==> config.mk <==
export PLATFORM = sky130hd
export DESIGN_NAME = sample_capture
export DESIGN_NICKNAME = d
export VERILOG_FILES = /design/src/rtl/sample_capture.sv
export SDC_FILE = /design/constraint.sdc
export NUM_CORES = 1
export LEC_CHECK = 0
export CELL_PAD_IN_SITES_DETAIL_PLACEMENT = 0
export CELL_PAD_IN_SITES_GLOBAL_PLACEMENT = 1
export CORE_MARGIN = 5
export CORE_UTILIZATION = 48
export DETAILED_ROUTE_END_ITERATION = 16
export GPL_ROUTABILITY_DRIVEN = 0
export PLACE_DENSITY_LB_ADDON = 0.2
export REMOVE_ABC_BUFFERS = 1
export SLEW_MARGIN = 30
export SYNTH_ARGS = -nofsm -noshare
export SYNTH_HDL_FRONTEND = slang
export SYNTH_SLANG_ARGS = --single-unit
==> constraint.sdc <==
create_clock -name clk_50mhz -period 5.1 [get_ports clk_50mhz]
set_input_delay 0.765 -clock clk_50mhz [delete_from_list [all_inputs] [get_ports clk_50mhz]]
set_output_delay 0.765 -clock clk_50mhz [all_outputs]
set_load 0.02 [all_outputs]
==> src/rtl/sample_capture.sv <==
`timescale 1ns/1ps
// Armed acquisition front end: waits for a level crossing or a timeout, then fills a
// 2^ADDR_W-entry sample buffer with optionally decimated ADC samples and pulses done.
module sample_capture #(
  parameter int DATA_W       = 8,
  parameter int ADDR_W       = 8,
  parameter int AUTO_TIMEOUT = 5000000
) (
  input  logic              clk_50mhz,
  input  logic              reset,
  input  logic              arm,
  input  logic              abort,
  input  logic [DATA_W-1:0] adc_data,
  input  logic              adc_valid,
  input  logic [DATA_W-1:0] trig_level,
  input  logic              trig_edge,
  input  logic              trig_auto,
  input  logic [7:0]        decim,
  output logic              mem_we,
  output logic [ADDR_W-1:0] mem_waddr,
  output logic [DATA_W-1:0] mem_wdata,
  output logic              busy,
  output logic              triggered,
  output logic              done
);

  localparam logic [22:0] TMO_LAST = 23'(AUTO_TIMEOUT - 1);

  typedef enum logic [1:0] {IDLE, WAIT_TRIG, CAPTURE, DONE} state_t;

  state_t            state;
  logic [DATA_W-1:0] lvl_r;
  logic [DATA_W-1:0] prev;
  logic              edge_r;
  logic              auto_r;
  logic              prev_vld;
  logic              wr_next;
  logic [7:0]        decim_r;
  logic [7:0]        dcnt;
  logic [22:0]       tcnt;
  logic [ADDR_W-1:0] wptr;

  // Level crossing between two consecutive valid samples; fall selects the falling edge.
  function automatic logic crossed(input logic [DATA_W-1:0] p, input logic [DATA_W-1:0] c,
                                   input logic [DATA_W-1:0] lvl, input logic fall);
    if (fall)
      return (p >= lvl) && (c < lvl);
    return (p < lvl) && (c >= lvl);
  endfunction

  always_ff @(posedge clk_50mhz or negedge reset) begin
    if (!reset) begin
      state     <= IDLE;
      lvl_r     <= '0;
      prev      <= '0;
      edge_r    <= 1'b0;
      auto_r    <= 1'b0;
      prev_vld  <= 1'b0;
      wr_next   <= 1'b0;
      decim_r   <= '0;
      dcnt      <= '0;
      tcnt      <= '0;
      wptr      <= '0;
      mem_we    <= 1'b0;
      mem_waddr <= '0;
      mem_wdata <= '0;
      busy      <= 1'b0;
      triggered <= 1'b0;
      done      <= 1'b0;
    end else begin
      mem_we <= 1'b0;
      done   <= 1'b0;
      if (abort) begin
        state     <= IDLE;
        busy      <= 1'b0;
        wr_next   <= 1'b0;
        mem_waddr <= '0;
      end else begin
        case (state)
          IDLE: begin
            if (arm) begin
              lvl_r     <= trig_level;
              edge_r    <= trig_edge;
              auto_r    <= trig_auto;
              decim_r   <= decim;
              triggered <= 1'b0;
              prev_vld  <= 1'b0;
              tcnt      <= '0;
              busy      <= 1'b1;
              state     <= WAIT_TRIG;
            end
          end
          WAIT_TRIG: begin
            tcnt <= tcnt + 23'd1;
            if (adc_valid && prev_vld && crossed(prev, adc_data, lvl_r, edge_r)) begin
              mem_we    <= 1'b1;
              mem_waddr <= '0;
              mem_wdata <= adc_data;
              wptr      <= ADDR_W'(1);
              dcnt      <= '0;
              triggered <= 1'b1;
              state     <= CAPTURE;
            end else if (auto_r && tcnt == TMO_LAST) begin
              // Timeout: the next valid sample becomes the first buffer entry.
              wptr      <= '0;
              dcnt      <= '0;
              wr_next   <= 1'b1;
              triggered <= 1'b1;
              state     <= CAPTURE;
            end
            if (adc_valid) begin
              prev     <= adc_data;
              prev_vld <= 1'b1;
            end
          end
          CAPTURE: begin
            if (adc_valid) begin
              if (wr_next || dcnt == decim_r) begin
                mem_we    <= 1'b1;
                mem_waddr <= wptr;
                mem_wdata <= adc_data;
                wptr      <= wptr + ADDR_W'(1);
                dcnt      <= '0;
                wr_next   <= 1'b0;
                if (wptr == '1)
                  state <= DONE;
              end else begin
                dcnt <= dcnt + 8'd1;
              end
            end
          end
          DONE: begin
            done      <= 1'b1;
            busy      <= 1'b0;
            mem_waddr <= '0;
            state     <= IDLE;
          end
          default: begin
            busy  <= 1'b0;
            state <= IDLE;
          end
        endcase
      end
    end
  end

endmodule

### Word level (Yosys, flattened, before mapping)

Cells that the tools add are included.

* $lt $le $gt $ge: 4
* shifts and indexed selects: 0
* reduce and logical (&&, ||, !) cells: 24
* bitwise gates (word level): 1
* $mul: 0
* $add $sub $neg: 3
* divide/modulo/power cells: 0
* mux-type cells: 56
* equality and inequality tests: 20

Operator list (count)
* 2-to-1 mux 8 bit: 14
* case mux 8 bit (2 select lines): 3
* case mux 23 bit (2 select lines): 1
* inequality test 3 bit, second input constant: 8
* case mux 8 bit (3 select lines): 1
* adder 23 x 1 -> 23 bit, second input constant: 1
* == test 23 bit, second input constant: 1
* 2-to-1 mux 1 bit: 23
* 2-to-1 mux 23 bit: 1
* AND reduction 5 bit: 4
* adder 8 x 1 -> 8 bit, second input constant: 2
* greater-or-equal comparator 8 bit: 2
* less-than comparator 8 bit: 2
* AND reduction 4 bit: 4
* 2-to-1 mux 2 bit: 7
* inequality test 2 bit, second input constant: 5
* case mux 1 bit (2 select lines): 5
* AND reduction 3 bit: 3
* == test 8 bit: 1
* == test 8 bit, second input constant: 1
* case mux 2 bit (4 select lines): 1
* nonzero test 3 bit: 2
* logical AND 1 bit: 5
* == test 2 bit, second input constant: 2
* other kinds (8): 9

* memories kept: 0
* word-level logic and storage cells: 125
* register bits after elaboration: 89
* latch bits: 0
* bits in writable memories: 0
* ROM bits: 0

### Depth between registers and ports, before layout

Gate-level depths: netlist of run 1.

* depth in word-level cells: 10
* mapped depth: 11
* gate-level depth less buffers: 9

### Worst setup path before layout of run 1

No wires, ideal clock.

* kind: in2reg
* from: input port adc_data[1]
* to: register mem_wdata[0]
* arrival: 2.693 ns
* stages: 8
* required time: 4.975 ns
* slack: 2.283 ns
* cells stage by stage: ha_1 > nor2b_1 > o211ai_1 > a31oi_1 > o2111ai_1 > nand3_1 > nand2_1 > mux2_2

* cells in the longest elaborated chain, start to end: 9
* elaborated cells on any way between the ends: 11
* those cells by class: 2 x order compare; 1 x eq/ne; 4 x mux; 4 x reduce/logical

Ends and longest elaborated chain
* from (decl): line 13 `input logic [DATA_W-1:0] adc_data,`
* less-than comparator 8 bit: line 47 `return (p >= lvl) && (c < lvl);`
* logical AND 1 bit: line 47
* 2-to-1 mux 1 bit: line 46 `if (fall)`
* 2-to-1 mux 1 bit (*): line 48 `return (p < lvl) && (c >= lvl);`
* 2-to-1 mux 1 bit (*): line 79 `case (state)`
* 2-to-1 mux 1 bit (*): line 73 `if (abort) begin`
* logical AND 1 bit (*): line 95 `if (adc_valid && prev_vld && crossed(prev, adc_data, lvl_r, edge_r)) begin`
* inequality test 2 bit (no source line) (*)
* AND reduction 5 bit (no source line) (*)
* to (signal assigned): line 98 `mem_wdata <= adc_data;`
* to (signal assigned): line 121 `mem_wdata <= adc_data;`
* to (decl): line 21 `output logic [DATA_W-1:0] mem_wdata,`

Every way passes the cells marked *; elsewhere a longest branch is shown, timed or not. The select of a mux whose other input is x is not followed.
A chain may end at the register's enable or synchronous reset.

### Final worst setup path of run 1

* from: input port adc_data[1]
* to: register dcnt[6]

* cells in the longest elaborated chain, start to end: 9
* elaborated cells on any way between the ends: 13
* those cells by class: 2 x order compare; 1 x eq/ne; 6 x mux; 4 x reduce/logical

Ends and longest elaborated chain
* less-than comparator 8 bit: line 47
* logical AND 1 bit: line 47
* 2-to-1 mux 1 bit: line 46
* 2-to-1 mux 1 bit (*): line 48
* 2-to-1 mux 1 bit (*): line 79
* 2-to-1 mux 1 bit (*): line 73
* logical AND 1 bit (*): line 95
* inequality test 3 bit (no source line) / 2-to-1 mux 8 bit (equally long branches)
* AND reduction 4 bit (no source line) / case mux 8 bit (2 select lines) (equally long branches)
* to (signal assigned): line 128 `dcnt <= dcnt + 8'd1;`
* to (decl): line 39 `logic [7:0] dcnt;`

Marked as above.

==> flow_summary.yaml, run 1 <==
outcome:
  status: "complete, no violations"
place:
  hpwl_um: 7340
  placed_area_mm2: 0.00542
  dp_cells: 646
  dpl_worst_slack_ns: 1.28
  io_buffers: 50
yosys:
  yosys.area.top_type: "dfrtp_1"
  syn_area_mm2: 0.00481
  synthTopCellsByArea: "dfrtp_1 (46%), mux2_2 (7.7%), ha_1 (6.2%), nor2_1 (3.4%), a21oi_1 (3.3%)"
  syn_avg_cell_area_um2: 10.1
  synth_ff_type: "dfrtp_1"
  synth_edf_count: 0
  synth.top_cell.area_share_pct: 46.3
  postSynthCellCount: 477
  synth_cell_types: 54
  yosysWarnings: 0
  yosysSeqAreaShare_pct: 46.3
  ys_seq_elements: 89
  synthArstFlopShare_pct: 100
cts:
  cts_buffers: 9
  clock-sinks: 89
  cts_tree: "done"
  clock_latency_ns: 0.35
  cts_max_level: 3
  postCtsSetupRepairBufs: 0
  clk_pin_slew_ns: 0.09
  cts_resized: 0
  cts-root-buf: "clkbuf_8"
  ctsLongestPathBuffers: 2
  hold_buffers: 0
cells_and_area:
  stdcell_count: 662
  diodes: 0
  register_area_mm2: 0.00223
  final_cell_mix: "dfrtp_1 (89), clkdlybuf4s50_1 (49), nor2_1 (43)"
  final_common_cell: "dfrtp_1"
  fillers: 869
  final_area_mm2: 0.00563
  fin_nets: 579
  drive_gt1_share_pct: 11.9
  area_growth_syn_to_layout_pct: 17.0
  multi_input_area_mm2: 0.00241
sta:
  fin_skew_ns: 0.0138
  worstMarginPinSlew_ns: 0.746
  slew_violations: 0
  setup_viol_count_final: 0
  fmax_mhz: 287
  hold_viol: 0
  finalSetupTns_ns: 0
  maxSlewHeadroom_pct: 50.3
  layout_setup_ws_ns: 1.61
  rsz0062_at_grt: "false"
  fin_crit_sh_pct: 68.4
  period_needed_ns: 3.49
floorplan:
  ios: 51
  fp.dieH_um: 110
  rows: 36
  start_util_pct: 49.2
  core_area_mm2: 0.00977
  die-area_mm2: 0.0121
  die_x_um: 110
global_routing:
  grt_pass1_vias: 3755
  grt_max_degree: 58
  grt_overflow: 0
  antenna_found_initial: 0
  grt_usage_pct: 18.7
  grt_pass1_wl_um: 17900
critical_path:
  crit_required_ns: 5.35
  reg2reg_slack_ns: 2.06
  startpoint_type: "input port"
  worstSetupPathType: "in2reg"
  crit_arrival_ns: 3.74
  critPathCaptureType: "flip-flop"
  crit_fanout: 16
power_and_ir_drop:
  ir_worst_vdd_uv: 244
  p_clk_share_pct: 18.6
  p_leak_nw: 2.35
  powerDensity_mw_per_mm2: 475
  p_int_w: 0.00164
  p_sw_share_pct: 38.7
  power.share.combinational_pct: 42.6
  seqPwrFrac_pct: 38.8
  power.switching_w: 0.00103
routing:
  via_count: 3686
  wl_per_cell_um: 15.8
  wl_um: 10400
  drtPass1Iterations: 4
  first_iter_violations: 132
  drc: 0
  final_antenna_net_count: 0
  vias_per_cell: 5.57
job:
  drv_cap: 0
worst_hold_path:
  min_path_type: "in2async"
synthesized netlist by cell type (2+ instances only):
master,instances
o2111ai_1,6
xnor2_1,11
nand4_1,18
a221oi_1,4
a211o_1,2
nand2_1,31
a21oi_1,32
and3_1,5
nor3b_1,2
o211ai_1,9
dfrtp_1,89
xor2_1,15
buf_6,2
nor3_1,7
or3_1,5
mux2i_1,6
o31a_1,2
mux2_2,33
nand3_1,22
and2_1,3
clkbuf_1,13
a31oi_1,2
ha_1,24
nor2_1,43
inv_1,24
nor2b_1,6
a21o_1,4
a31o_2,4
o31ai_1,2
buf_2,3
nor4_1,3
o21ai_0,22
a32o_1,2
layout make-up:
type / instances / share of cell area, %
inverters: 25 / 1.67
multi-input cells: 345 / 42.9
clock inverters: 4 / 0.934
repair buffers: 54 / 9.39
clock buffers: 12 / 2.58
flip-flops and latches: 89 / 39.6
well taps: 133 / 2.96
logic make-up (layout without fill, tap and decap cells):
family	count (synthesis)	after routing	synth area share, %
buffers and inverters	43	95	3.75
DFF	89	89	46.3
AOI/OAI and AO/OA	102	102	13.9
adders and majority gates	24	24	6.25
muxes	39	39	8.98
xor gates and xnor gates	26	26	4.74
and+or+nand+nor	154	154	16.1
power groups by stage:
| stage | Combinational [W] | Sequential [W] | Clock, W |
|---|---|---|---|
| 4_1_cts | 0.00114 | 0.00104 | 0.000508 |
| 5_1_grt | 0.00128 | 0.00106 | 0.000533 |
| 2_1_floorplan | 0.000750 | 0.00106 | 0 |
| 3_5_place_dp | 0.00113 | 0.00105 | 0 |
| 3_3_place_gp | 0.00111 | 0.00105 | 0 |
| 6_report | 0.00114 | 0.00104 | 0.000496 |
flip-flops by register name, indices dropped and copies added (netlist names), 2 cells and up:
| name | flops |
|---|---|
| dcnt | 8 |
| decim_r | 8 |
| lvl_r | 8 |
| mem_waddr | 8 |
| mem_wdata | 8 |
| prev | 8 |
| state | 2 |
| tcnt | 23 |
| wptr | 8 |
through the flow:
stage | utilization [%] | hold WS, ns | power, W
after floorplan | - | 0.450 | 0.00181
after global placement | 55.4 | 0.468 | 0.00216
after detailed placement | 55.5 | 0.489 | 0.00218
after CTS | 57.5 | 0.489 | 0.00269
after global routing | 57.6 | 0.525 | 0.00287
final | 57.6 | 0.463 | 0.00267
layer usage:
metal  track usage (%)  part of all wire (%)
met1              25.5                    49
met2              30.4                    47
met3              2.74                   3.3
met4              6.50                   1.2
met5                 0                     0
worst max-delay path, stage by stage:
cell,delay (ns)
clkdlybuf4s50_1,0.44
ha_1,0.32
nor2b_1,0.13
o211ai_1,0.23
a31oi_1,0.15
o2111ai_1,0.32
nand3_1,0.59
o2111a_1,0.52
a31o_2,0.25
final timing paths:
path / startpoint / to / cells past startpoint
max reg2reg: lvl_r[1]$_DFFE_PN0P_ / dcnt[6]$_DFFE_PN0P_ / 9
min reg2reg: prev[0]$_DFFE_PN0P_ / prev[0]$_DFFE_PN0P_ / 2
min: reset / mem_waddr[5]$_DFFE_PN0P_ / 1
min in group clk_50mhz: prev[0]$_DFFE_PN0P_ / prev[0]$_DFFE_PN0P_ / 2
max in group asynchronous: reset / lvl_r[6]$_DFFE_PN0P_ / 2
max: adc_data[1] / dcnt[6]$_DFFE_PN0P_ / 9
No activity file was read; power rests on OpenSTA's default activity.
==> run 2: changes to the inputs <==
Settings changed: CORE_UTILIZATION 48 to 45.
Clock period 5.1 ns to 3.6 ns, I/O delays scaled along.
==> run 2 against run 1 <==
Register-to-register slack worse by 1.3 ns. Utilization shrank 2.8 points. Die area up 6.1%. Cell count up 1.5%. Critical path depth did not move. Clock skew is 0.0021 ns lower. Design area increased by 1.0%. Largest cell class unchanged.
==> flow_summary.yaml, run 2 (synthesized netlist as in run 1, its figures left out) <==
global_routing:
  antenna_found_initial: 0
  grt_overflow: 0
  grt_usage_pct: 17.3
  grt_pass1_vias: 3825
  grt_pass1_wl_um: 18200
  grt_max_degree: 45
cts:
  cts_resized: 0
  clk_pin_slew_ns: 0.09
  cts_buffers: 9
  cts_tree: "done"
  cts_max_level: 3
  postCtsSetupRepairBufs: 0
  cts-root-buf: "clkbuf_8"
  ctsLongestPathBuffers: 2
  clock-sinks: 89
  clock_latency_ns: 0.36
  hold_buffers: 0
routing:
  wl_per_cell_um: 15.7
  final_antenna_net_count: 0
  drtPass1Iterations: 4
  via_count: 3754
  first_iter_violations: 181
  drc: 0
  vias_per_cell: 5.59
  wl_um: 10500
place:
  dpl_worst_slack_ns: 0.343
  hpwl_um: 7650
  placed_area_mm2: 0.00547
  io_buffers: 50
cells_and_area:
  drive_gt1_share_pct: 12.9
  fin_nets: 586
  regMostFlops: "tcnt"
  final_cell_mix: "dfrtp_1 (89), clkdlybuf4s50_1 (49), nor2_1 (43)"
  diodes: 0
  final_common_cell: "dfrtp_1"
  final_area_mm2: 0.00568
  largest_reg_flops: 23
  area_growth_syn_to_layout_pct: 18.2
floorplan:
  core_area_mm2: 0.0104
  ios: 51
  die-area_mm2: 0.0129
  fp.dieH_um: 113
  die_x_um: 113
  start_util_pct: 46.4
  rows: 37
sta:
  fmax_mhz: 343
  fin_crit_sh_pct: 80.9
  finalSetupTns_ns: 0
  worstMarginPinSlew_ns: 0.591
  timing.hold.ws_ns: 0.176
  hold_viol: 0
  fin_skew_ns: 0.0117
  period_needed_ns: 2.91
  maxSlewHeadroom_pct: 60.6
  setup_viol_count_final: 0
  slew_violations: 0
  rsz0062_at_grt: "false"
  layout_setup_ws_ns: 0.687
critical_path:
  cp-startpoint: "adc_data[1]"
  startpoint_type: "input port"
  crit_required_ns: 3.85
  reg2reg_slack_ns: 0.81
  reg2regPathDepth: 9
  critPathCaptureType: "flip-flop"
  crit_fanout: 7
  r2r_end: "tcnt[17]$_DFFE_PN0P_"
  crit_arrival_ns: 3.17
  cp-endpoint: "dcnt[6]$_DFFE_PN0P_"
  reg2reg_from: "state[1]$_DFFE_PN0P_"
  worstSetupPathType: "in2reg"
worst_hold_path:
  min_path_type: "in2async"
power_and_ir_drop:
  powerDensity_mw_per_mm2: 676
  ir_worst_vdd_uv: 340
  p_leak_nw: 2.40
outcome:
  status: "complete, no violations"
job:
  drv_cap: 0
[run 2: area by class of cell]
type,count,area (um^2)
timing repair buffer,61,581
tap,136,170
sequential,89,2230
inverter,25,93.8
fill,957,4690
clock inverter,6,82.6
clock buffer,10,128
multi-input combinational,345,2400
[run 2: routing by layer]
metal	part of all wire, %	track usage (%)
met1	48	23.4
met2	47	27.4
met3	4.0	4.24
met4	1.5	5.45
met5	0	0
[run 2: worst min path at each step]
stage / from / endpoint / slack, ns
6_report: reset / mem_waddr[6]$_DFFE_PN0P_ / 0.18
3_5_place_dp: prev[0]$_DFFE_PN0P_ / prev[0]$_DFFE_PN0P_ / 0.48
2_1_floorplan: reset / auto_r$_DFFE_PN0P_ / 0.24
4_1_cts: reset / mem_waddr[6]$_DFFE_PN0P_ / 0.19
3_3_place_gp: prev[0]$_DFFE_PN0P_ / prev[0]$_DFFE_PN0P_ / 0.47
5_1_grt: reset / wptr[3]$_DFFE_PN0P_ / 0.22
[run 2: power by group]
| group | total, W | switching (W) | internal [W] |
|---|---|---|---|
| sequential | 0.00147 | 0.000194 | 0.00127 |
| combinational | 0.00162 | 0.000900 | 0.000724 |
| clock | 0.000748 | 0.000360 | 0.000388 |
| total | 0.00384 | 0.00145 | 0.00238 |
[run 2: per-stage QoR]
stage                     total power [W]  utilization, %  cells
final                             0.00384            54.8    672
after global routing              0.00414            54.8    672
after CTS                         0.00388            54.8    672
after detailed placement          0.00312            52.8    656
after global placement            0.00307            52.8    656
after floorplan                   0.00257               -    459
[run 2: worst max-delay path, stage by stage]
cell	delay, ns
clkdlybuf4s50_1	0.45
ha_1	0.32
nor2b_1	0.13
o211ai_1	0.24
a31oi_1	0.16
o2111ai_1	0.31
nand3_1	0.36
o2111a_1	0.41
a31o_2	0.25
==> run 3: changes to the inputs <==
Clock period 3.6 ns to 2.77 ns, I/O delays scaled along.
==> run 3 against run 2 <==
Global-route usage rose by 0.70 points. Non-clock buffer count rose by 20. Clock power rose by 28%. Cell count rose by 3.0%. Die area did not move. Register-to-register slack got worse by 0.54 ns. First-iteration DRC count fell by 2.2%. Largest power group unchanged. Setup slack got worse by 0.54 ns. Highest routed layer unchanged. Sequential share of layout area fell by 1.2 points. Critical path depth did not move. Utilization rose by 1.7 points.
==> flow_summary.yaml, run 3 (synthesized netlist as in run 1, its figures left out) <==
critical_path:
  crit_required_ns: 3.04
  crit_chain: "clkdlybuf4s50_1 > ha_1 > nor2b_1 > o211ai_1 > a31oi_1 > o2111ai_1 > nand3_2 > o2111a_1 > a31o_2"
  max_stage_delay_ns: 0.45
  crit_buf_inv: 1
  critPathCaptureType: "flip-flop"
  crit_fanout: 7
  crit_family: "compound AO/OA/AOI/OAI gates"
  critPathSlowestCell: "clkdlybuf4s50_1"
  crit_arrival_ns: 2.89
  worstSetupPathType: "in2reg"
  startpoint_type: "input port"
sta:
  maxSlewHeadroom_pct: 54.0
  rsz0062_at_grt: "false"
  slew_violations: 0
  fmax_mhz: 382
  period_needed_ns: 2.62
  fin_crit_sh_pct: 94.5
  worstMarginPinSlew_ns: 0.690
  finalSetupTns_ns: 0
  setup_viol_count_final: 0
  fin_skew_ns: 0.00783
  hold_viol: 0
routing:
  drtPass1Iterations: 4
  drc: 0
  wl_per_cell_um: 15.7
  vias_per_cell: 5.55
  wl_um: 10900
  first_iter_violations: 177
  final_antenna_net_count: 0
  via_count: 3844
cts:
  cts_resized: 0
  cts-root-buf: "clkbuf_8"
  clock-sinks: 89
  clk_pin_slew_ns: 0.09
  cts_tree: "done"
  postCtsSetupRepairBufs: 0
  ctsLongestPathBuffers: 2
  cts_max_level: 3
  hold_buffers: 0
  clock_latency_ns: 0.37
  cts_buffers: 9
cells_and_area:
  regMostFlops: "tcnt"
  fillers: 957
  area_growth_syn_to_layout_pct: 21.8
  drive_gt1_share_pct: 15.6
  diodes: 0
  final_common_cell: "dfrtp_1"
  fin_nets: 606
  largest_reg_flops: 23
  stdcell_count: 692
  final_area_mm2: 0.00586
  final_core_util_pct: 56.5
  final_cell_mix: "dfrtp_1 (89), clkdlybuf4s50_1 (49), nor2_1 (43)"
worst_hold_path:
  min_path_type: "in2async"
power_and_ir_drop:
  powerDensity_mw_per_mm2: 878
  p_leak_nw: 2.51
  ir_worst_vdd_uv: 486
floorplan:
  fp.dieH_um: 113
  start_util_pct: 46.4
  core_area_mm2: 0.0104
  die-area_mm2: 0.0129
  rows: 37
  ios: 51
  die_x_um: 113
job:
  drv_cap: 0
global_routing:
  grt_pass1_wl_um: 18700
  grt_max_degree: 53
  grt_usage_pct: 18.0
  grt_overflow: 0
  grt_pass1_vias: 3865
  antenna_found_initial: 0
place:
  hpwl_um: 7950
  placed_area_mm2: 0.00565
  dp_cells: 676
  io_buffers: 50
outcome:
  status: "complete, no violations"
## run 3: changes by cell type in the layout (fill, tap and decap cells not counted)
cell        change
clkinvlp_4      -1
nand3_2         +1
clkinv_2        -2
clkbuf_1        +3
nand3_1         -1
buf_12          +2
buf_4          +18
## run 3: report_power, final
| group | internal, W | total (W) | switching (W) |
|---|---|---|---|
| Sequential | 0.00165 | 0.00190 | 0.000249 |
| Combinational | 0.00107 | 0.00228 | 0.00121 |
| Clock | 0.000509 | 0.000959 | 0.000451 |
| Total | 0.00323 | 0.00514 | 0.00191 |
## run 3: path summary, 6_finish.rpt
kind,from,end,slack (ns),depth (start not counted)
setup reg to reg,state[0]$_DFFE_PN0P_,tcnt[17]$_DFFE_PN0P_,0.27,9
hold reg to reg,prev[0]$_DFFE_PN0P_,prev[0]$_DFFE_PN0P_,0.48,2
min in group clk_50mhz,prev[0]$_DFFE_PN0P_,prev[0]$_DFFE_PN0P_,0.48,2
setup / recovery,adc_data[1],dcnt[6]$_DFFE_PN0P_,0.15,9
hold / removal,reset,mem_waddr[6]$_DFFE_PN0P_,0.08,1
max in group asynchronous,reset,mem_wdata[6]$_DFFE_PN0P_,2.04,2
## run 3: area by class of cell
cell class	count	area (um^2)	share of cell area [%]
Clock inverter	3	65.1	1.11
Sequential cell	89	2230	38.0
Inverter	25	93.8	1.60
Timing Repair Buffer	81	756	12.9
Tap cell	136	170	2.91
Clock buffer	13	139	2.37
Multi-Input combinational cell	345	2410	41.1
## run 3: metal layers
metal / GRT usage, % / vias up / wire length [um]
li1: - / 1865 / -
met4: 6.33 / 0 / 182
met2: 28.7 / 73 / 5080
met5: 0 / - / 0
met3: 4.77 / 16 / 511
met1: 23.7 / 1890 / 5120
## run 3: stage by stage
step	total power, W	setup slack, ns	hold WS, ns
2_1_floorplan	0.00334	-0.0635	0.120
3_5_place_dp	0.00421	-0.305	0.474
4_1_cts	0.00519	0.0930	0.102
6_report	0.00514	0.151	0.0838
3_3_place_gp	0.00415	-0.224	0.467
5_1_grt	0.00556	0.0249	0.138
